==> config.mk <==
export PLATFORM = sky130hd
export DESIGN_NAME = core_state_sequencer_flat
export DESIGN_NICKNAME = d
export VERILOG_FILES = /design/src/rtl/core_state_sequencer_if.sv /design/src/rtl/core_state_sequencer.sv /design/src/flat_wrapper.sv
export SDC_FILE = /design/constraint.sdc
export NUM_CORES = 1
export LEC_CHECK = 0
export ABC_AREA = 1
export BUFFER_PORTS_ARGS = -buffer_cell sky130_fd_sc_hd__buf_4
export CAP_MARGIN = 15
export CORE_MARGIN = 2
export CORE_UTILIZATION = 50
export DETAILED_ROUTE_END_ITERATION = 6
export GPL_TIMING_DRIVEN = 1
export PLACE_DENSITY = 0.88
export SLEW_MARGIN = 20
export SYNTH_ARGS = -nofsm -noshare
export SYNTH_HDL_FRONTEND = slang
export SYNTH_SLANG_ARGS = --single-unit
==> constraint.sdc <==
create_clock -name clk -period 4 [get_ports clk]
set_clock_uncertainty 0.15 [all_clocks]
set_input_delay 0.8 -clock clk [delete_from_list [all_inputs] [get_ports clk]]
set_output_delay 0.8 -clock clk [all_outputs]
set_load 0.01 [all_outputs]
==> src/rtl/core_state_sequencer_if.sv <==
// Control bus between the scratchComputer core datapath and its stage sequencer.
// master drives run/handshake/decode inputs; slave (the sequencer) drives stage outputs.
interface core_state_sequencer_if;
  logic        run;
  logic        memReady;
  logic        memDataValid;
  logic        loadInstr;
  logic        storeInstr;
  logic        haltReq;
  logic        fetch_RequestState;
  logic        fetch_ReceiveState;
  logic        decodeState;
  logic        setupState;
  logic        executeState;
  logic        memReadState;
  logic        writebackState;
  logic        halted;
  logic        fault;
  logic [31:0] cycleCount;
  logic [31:0] instretCount;

  modport master (
    output run, memReady, memDataValid, loadInstr, storeInstr, haltReq,
    input  fetch_RequestState, fetch_ReceiveState, decodeState, setupState,
           executeState, memReadState, writebackState, halted, fault,
           cycleCount, instretCount
  );

  modport slave (
    input  run, memReady, memDataValid, loadInstr, storeInstr, haltReq,
    output fetch_RequestState, fetch_ReceiveState, decodeState, setupState,
           executeState, memReadState, writebackState, halted, fault,
           cycleCount, instretCount
  );
endinterface

==> src/rtl/core_state_sequencer.sv <==
// Multi-cycle stage sequencer with memory-wait watchdog and halt handling.
// Optional cycle/instret counters are built when SEQ_PERF_COUNTERS_EN is defined.
//
// state     | meaning
// FETCH_REQ | issue instruction fetch, wait for run && memReady
// FETCH_RCV | wait for instruction data (memDataValid)
// DECODE    | decode instruction
// SETUP     | operand setup
// EXECUTE   | execute; loads/stores wait for memReady
// MEM_READ  | wait for load data (memDataValid)
// WRITEBACK | write result, retire, check haltReq
// HALTED    | terminal, left only by reset
// FAULT     | terminal, memory watchdog expired
module core_state_sequencer #(
  parameter int WAIT_LIMIT = 255,
  parameter int WAIT_W     = 8
) (
  input logic                  clk,
  input logic                  reset_n,
  core_state_sequencer_if.slave seqBus
);

  typedef enum logic [3:0] {
    FETCH_REQ, FETCH_RCV, DECODE, SETUP, EXECUTE, MEM_READ, WRITEBACK, HALTED, FAULT
  } seqState_t;

  localparam logic [WAIT_W-1:0] WAIT_LAST = WAIT_W'(WAIT_LIMIT - 1);

  seqState_t         state, nextState;
  logic [WAIT_W-1:0] waitCnt, nextWaitCnt;
  logic [6:0]        stageQ, stageD;
  logic              waiting;

  always_ff @(posedge clk or negedge reset_n) begin
    if (!reset_n) begin
      state   <= FETCH_REQ;
      waitCnt <= '0;
      stageQ  <= 7'b000_0001;
    end else begin
      state   <= nextState;
      waitCnt <= nextWaitCnt;
      stageQ  <= stageD;
    end
  end

  always_comb begin
    nextState   = state;
    nextWaitCnt = '0;
    waiting     = 1'b0;
    case (state)
      FETCH_REQ: begin
        waiting = seqBus.run;
        if (seqBus.run && seqBus.memReady) nextState = FETCH_RCV;
      end
      FETCH_RCV: begin
        waiting = 1'b1;
        if (seqBus.memDataValid) nextState = DECODE;
      end
      DECODE:  nextState = SETUP;
      SETUP:   nextState = EXECUTE;
      EXECUTE: begin
        // load has priority when both decode flags are set
        if (seqBus.loadInstr) begin
          waiting = 1'b1;
          if (seqBus.memReady) nextState = MEM_READ;
        end else if (seqBus.storeInstr) begin
          waiting = 1'b1;
          if (seqBus.memReady) nextState = WRITEBACK;
        end else begin
          nextState = WRITEBACK;
        end
      end
      MEM_READ: begin
        waiting = 1'b1;
        if (seqBus.memDataValid) nextState = WRITEBACK;
      end
      WRITEBACK: nextState = seqBus.haltReq ? HALTED : FETCH_REQ;
      default:   nextState = state;
    endcase

    // A handshake in the last allowed cycle has already moved nextState away.
    if (waiting && (nextState == state)) begin
      if (waitCnt == WAIT_LAST) nextState = FAULT;
      else                      nextWaitCnt = waitCnt + WAIT_W'(1);
    end
  end

  always_comb begin
    stageD = '0;
    case (nextState)
      FETCH_REQ: stageD[0] = 1'b1;
      FETCH_RCV: stageD[1] = 1'b1;
      DECODE:    stageD[2] = 1'b1;
      SETUP:     stageD[3] = 1'b1;
      EXECUTE:   stageD[4] = 1'b1;
      MEM_READ:  stageD[5] = 1'b1;
      WRITEBACK: stageD[6] = 1'b1;
      default:   stageD = '0;
    endcase
  end

  assign seqBus.fetch_RequestState = stageQ[0];
  assign seqBus.fetch_ReceiveState = stageQ[1];
  assign seqBus.decodeState        = stageQ[2];
  assign seqBus.setupState         = stageQ[3];
  assign seqBus.executeState       = stageQ[4];
  assign seqBus.memReadState       = stageQ[5];
  assign seqBus.writebackState     = stageQ[6];
  assign seqBus.halted             = (state == HALTED);
  assign seqBus.fault              = (state == FAULT);

`ifdef SEQ_PERF_COUNTERS_EN
  logic [31:0] cycleCnt, instretCnt;

  always_ff @(posedge clk or negedge reset_n) begin
    if (!reset_n) begin
      cycleCnt   <= '0;
      instretCnt <= '0;
    end else begin
      cycleCnt <= cycleCnt + 32'd1;
      if (state == WRITEBACK) instretCnt <= instretCnt + 32'd1;
    end
  end

  assign seqBus.cycleCount   = cycleCnt;
  assign seqBus.instretCount = instretCnt;
`else
  assign seqBus.cycleCount   = '0;
  assign seqBus.instretCount = '0;
`endif

endmodule

==> src/flat_wrapper.sv <==
// flat-port wrapper written by rule: the top's interface ports become plain ports
module core_state_sequencer_flat 
#(
  parameter int WAIT_LIMIT = 255,
  parameter int WAIT_W     = 8
)
  (clk, reset_n, seqBus_run, seqBus_memReady, seqBus_memDataValid, seqBus_loadInstr, seqBus_storeInstr, seqBus_haltReq, seqBus_fetch_RequestState, seqBus_fetch_ReceiveState, seqBus_decodeState, seqBus_setupState, seqBus_executeState, seqBus_memReadState, seqBus_writebackState, seqBus_halted, seqBus_fault, seqBus_cycleCount, seqBus_instretCount);
  core_state_sequencer_if seqBus_i ();
  input logic clk;
  input logic reset_n;
  input wire logic [$bits(seqBus_i.run)-1:0] seqBus_run;
  input wire logic [$bits(seqBus_i.memReady)-1:0] seqBus_memReady;
  input wire logic [$bits(seqBus_i.memDataValid)-1:0] seqBus_memDataValid;
  input wire logic [$bits(seqBus_i.loadInstr)-1:0] seqBus_loadInstr;
  input wire logic [$bits(seqBus_i.storeInstr)-1:0] seqBus_storeInstr;
  input wire logic [$bits(seqBus_i.haltReq)-1:0] seqBus_haltReq;
  output wire logic [$bits(seqBus_i.fetch_RequestState)-1:0] seqBus_fetch_RequestState;
  output wire logic [$bits(seqBus_i.fetch_ReceiveState)-1:0] seqBus_fetch_ReceiveState;
  output wire logic [$bits(seqBus_i.decodeState)-1:0] seqBus_decodeState;
  output wire logic [$bits(seqBus_i.setupState)-1:0] seqBus_setupState;
  output wire logic [$bits(seqBus_i.executeState)-1:0] seqBus_executeState;
  output wire logic [$bits(seqBus_i.memReadState)-1:0] seqBus_memReadState;
  output wire logic [$bits(seqBus_i.writebackState)-1:0] seqBus_writebackState;
  output wire logic [$bits(seqBus_i.halted)-1:0] seqBus_halted;
  output wire logic [$bits(seqBus_i.fault)-1:0] seqBus_fault;
  output wire logic [$bits(seqBus_i.cycleCount)-1:0] seqBus_cycleCount;
  output wire logic [$bits(seqBus_i.instretCount)-1:0] seqBus_instretCount;
  assign seqBus_i.run = seqBus_run;
  assign seqBus_i.memReady = seqBus_memReady;
  assign seqBus_i.memDataValid = seqBus_memDataValid;
  assign seqBus_i.loadInstr = seqBus_loadInstr;
  assign seqBus_i.storeInstr = seqBus_storeInstr;
  assign seqBus_i.haltReq = seqBus_haltReq;
  assign seqBus_fetch_RequestState = seqBus_i.fetch_RequestState;
  assign seqBus_fetch_ReceiveState = seqBus_i.fetch_ReceiveState;
  assign seqBus_decodeState = seqBus_i.decodeState;
  assign seqBus_setupState = seqBus_i.setupState;
  assign seqBus_executeState = seqBus_i.executeState;
  assign seqBus_memReadState = seqBus_i.memReadState;
  assign seqBus_writebackState = seqBus_i.writebackState;
  assign seqBus_halted = seqBus_i.halted;
  assign seqBus_fault = seqBus_i.fault;
  assign seqBus_cycleCount = seqBus_i.cycleCount;
  assign seqBus_instretCount = seqBus_i.instretCount;
  core_state_sequencer #(.WAIT_LIMIT(WAIT_LIMIT), .WAIT_W(WAIT_W)) u_core (.clk(clk), .reset_n(reset_n), .seqBus(seqBus_i));
endmodule
==> metrics.txt <==
hold crit path type=input pin to asynchronous set/reset pin; Final min period=2.34 ns; Placer Congestion=between 0.8 and 0.9; share of cells above drive strength 1=25.2%; Die Y=62.1 um; DP HPWL=approximately 2100 um; r2r startpoint=u_core.state[0]; Crit. Startpoint=u_core.state[0]; total power=about 0.32 mW; IO Port Bufs=16; H-tree Lvls=1; CTS tree=yes; worst reg-to-reg path cell count=11; Lkg Pwr=0.843 nW; FF+latch count, synth=19; count of final setup violators=0; post-CTS sizing=0; Mapped Cells=198; wire length per cell=roughly 9.8 um; Pre-antenna DRT Iters=4; cts-stage hold buffer count=0; clock buffer depth=2; Post-CTS Setup Bufs=0; largest net degree at the start of global routing=20; root buf cell=clkbuf_4; DRC viols=0; total track usage=13.9%; RSZ-0062 raised after global routing=false; Overflow after GRT=0; antenna viol nets, final=0; Pwr Density=201 nW/um^2; nature of the critical path startpoint=flip-flop; pre-CTS WS=between 1.5 and 2 ns; Antenna Cells=0; crit path DAT=1.39 ns; first-pass GRT wire length=~4300 um; core region area=3280 sq um; I/O pin count=around 80; cell area after synthesis=roughly 1700 sq um; via count=1106; DP Cell Count=256; Slew Limit Fails=0; CP Capture Type=primary output; Yosys warning count=0; Final nets=225; antenna violations before repair=0; die area=~3900 sq um; CTS Sinks=19; Max Cap Viol=0; Routed Wire Length=2540 um; r2r endpoint=u_core.state[2]; Critical Path RT=3.05 ns; Starting Density=51.4%; drt via density=4.25; distinct cell type count after synthesis=33; row cnt=21; sequential area share after synthesis=28.2%; worst-path fanout max=11; Worst-path clk slew=0.11 ns; Num CTS Buffers=3; worst vdd ir=approximately 0.095 mV; synthesis-to-layout area growth=-4.37%; vias in the first global route=between 900 and 1000; Die Wd=62.1 um; period utilisation layout=approximately 60%; Final TNS setup=0 ns; clk_lat worst skew=0.30 ns; kind of critical path=flip-flop to primary output; DRT iter0 DRCs=between 40 and 50; Non-Filler Instances=260; reg2reg setup slack=2.01 ns; critical path endpoint=seqBus_fault; run status=finished, final reports clean; syn avg cell area=roughly 8.5 sq um; fmax=around 430 MHz; Setup WS post-layout=1.66 ns; final hold vios=0
## layout make-up
class                           count  area [sq um]
Fill cell                         330          1670
Multi-Input combinational cell    157           865
Sequential cell                    19           477
Timing Repair Buffer               16           120
Inverter                           18          70.1
Tap cell                           46          57.6
Clock buffer                        4          26.3
## placed cells by master (no fill, tap or decap)
master | Yosys | final
nor3_1 | 1 | 1
dfstp_2 | 1 | 1
a41oi_2 | 1 | 1
nor4_1 | 1 | 1
clkbuf_1 | 0 | 1
inv_4 | 1 | 1
nor4_4 | 1 | 1
xnor2_1 | 1 | 1
nand4_1 | 3 | 3
or2_0 | 1 | 1
nor3_2 | 7 | 7
conb_1 | 1 | 64
dfrtp_1 | 18 | 18
nor2_4 | 2 | 2
inv_1 | 14 | 14
nand4_4 | 1 | 1
clkbuf_4 | 0 | 3
nand3_1 | 14 | 14
buf_4 | 64 | 16
nor2_1 | 11 | 11
o22ai_1 | 1 | 1
ha_1 | 2 | 2
nand3_2 | 2 | 2
nand3_4 | 2 | 2
nor2_2 | 6 | 6
a21oi_1 | 2 | 2
o21bai_1 | 1 | 1
o211ai_1 | 1 | 1
nand2_2 | 6 | 6
inv_2 | 3 | 3
nand2_4 | 2 | 2
xor2_1 | 3 | 3
o21ai_0 | 2 | 2
nand2_1 | 19 | 19
## registers in the layout, indices dropped and copies added (netlist names)
register	cells
u_core.state	4
u_core.stageQ	7
u_core.waitCnt	8
## worst min-delay path by stage
stage	from	end	slack, ns	cells past startpoint
6_report	reset_n	u_core.waitCnt[1]	0.20	1
5_1_grt	reset_n	u_core.stageQ[2]	0.20	1
4_1_cts	reset_n	u_core.waitCnt[7]	0.20	1
3_5_place_dp	u_core.waitCnt[0]	u_core.waitCnt[0]	0.36	1
3_3_place_gp	u_core.waitCnt[0]	u_core.waitCnt[0]	0.34	1
2_1_floorplan	u_core.waitCnt[0]	u_core.waitCnt[0]	0.32	1
## kinds of logic (layout without fill, tap and decap cells)
kind of cell / after synthesis / after routing / synth area share [%]
and+or+nand+nor: 79 / 79 / 30.0
buffers and inverters: 85 / 38 / 34.6
DFF: 19 / 19 / 28.2
other: 1 / 64 / 0.222
adders and majority gates: 2 / 2 / 1.48
xor gates and xnor gates: 4 / 4 / 2.07
AOI/OAI and AO/OA: 8 / 8 / 3.41
## report_power, final
part	internal [mW]	switching (mW)
clock network	0.0388	0.0559
logic	0.00497	0.0331
registers	0.192	0
## critical path: stages, from the launching register on
cell     delay [ns]
dfrtp_1        0.53
inv_2          0.18
nand2_2        0.10
nor3_1         0.14
buf_4          0.14
## per-layer routing
layer | vias to the layer above | global-route usage, % | wire length, um | part of all wire, %
met3 | 6 | 3.99 | 209 | 8.2
met4 | 0 | 4.17 | 48 | 1.9
li1 | 532 | - | - | -
met1 | 516 | 16.6 | 952 | 38
met5 | - | 0 | 0 | 0
met2 | 52 | 24.3 | 1330 | 52
## per-stage QoR
| step | hold WS [ns] | util (%) | area [sq um] |
|---|---|---|---|
| 3_3_place_gp | 0.340 | 48.4 | 1590 |
| 5_1_grt | 0.202 | 49.2 | 1620 |
| 3_5_place_dp | 0.356 | 48.4 | 1590 |
| 2_1_floorplan | 0.320 | - | 1930 |
| 6_report | 0.199 | 49.2 | 1620 |
| 4_1_cts | 0.205 | 49.2 | 1620 |
## synthesized netlist by cell type
cell | count | area, sq um
nand2_1 | 19 | 71.3
nor2_2 | 6 | 37.5
nand3_2 | 2 | 20.0
nand2_2 | 6 | 37.5
nand2_4 | 2 | 22.5
nor3_1 | 1 | 5.00
inv_4 | 1 | 6.26
inv_2 | 3 | 11.3
nand3_1 | 14 | 70.1
dfrtp_1 | 18 | 450
nand4_1 | 3 | 18.8
o22ai_1 | 1 | 6.26
nor3_2 | 7 | 70.1
a41oi_2 | 1 | 16.3
or2_0 | 1 | 6.26
dfstp_2 | 1 | 26.3
nand4_4 | 1 | 21.3
o211ai_1 | 1 | 7.51
a21oi_1 | 2 | 10.0
nor4_4 | 1 | 21.3
o21ai_0 | 2 | 10.0
conb_1 | 1 | 3.75
xor2_1 | 3 | 26.3
inv_1 | 14 | 52.6
nor2_4 | 2 | 22.5
buf_4 | 64 | 480
nor4_1 | 1 | 6.26
nor2_1 | 11 | 41.3
nand3_4 | 2 | 35.0
xnor2_1 | 1 | 8.76
ha_1 | 2 | 25.0
buf_6 | 3 | 33.8
o21bai_1 | 1 | 7.51
No activity file was read; power rests on OpenSTA's default activity.
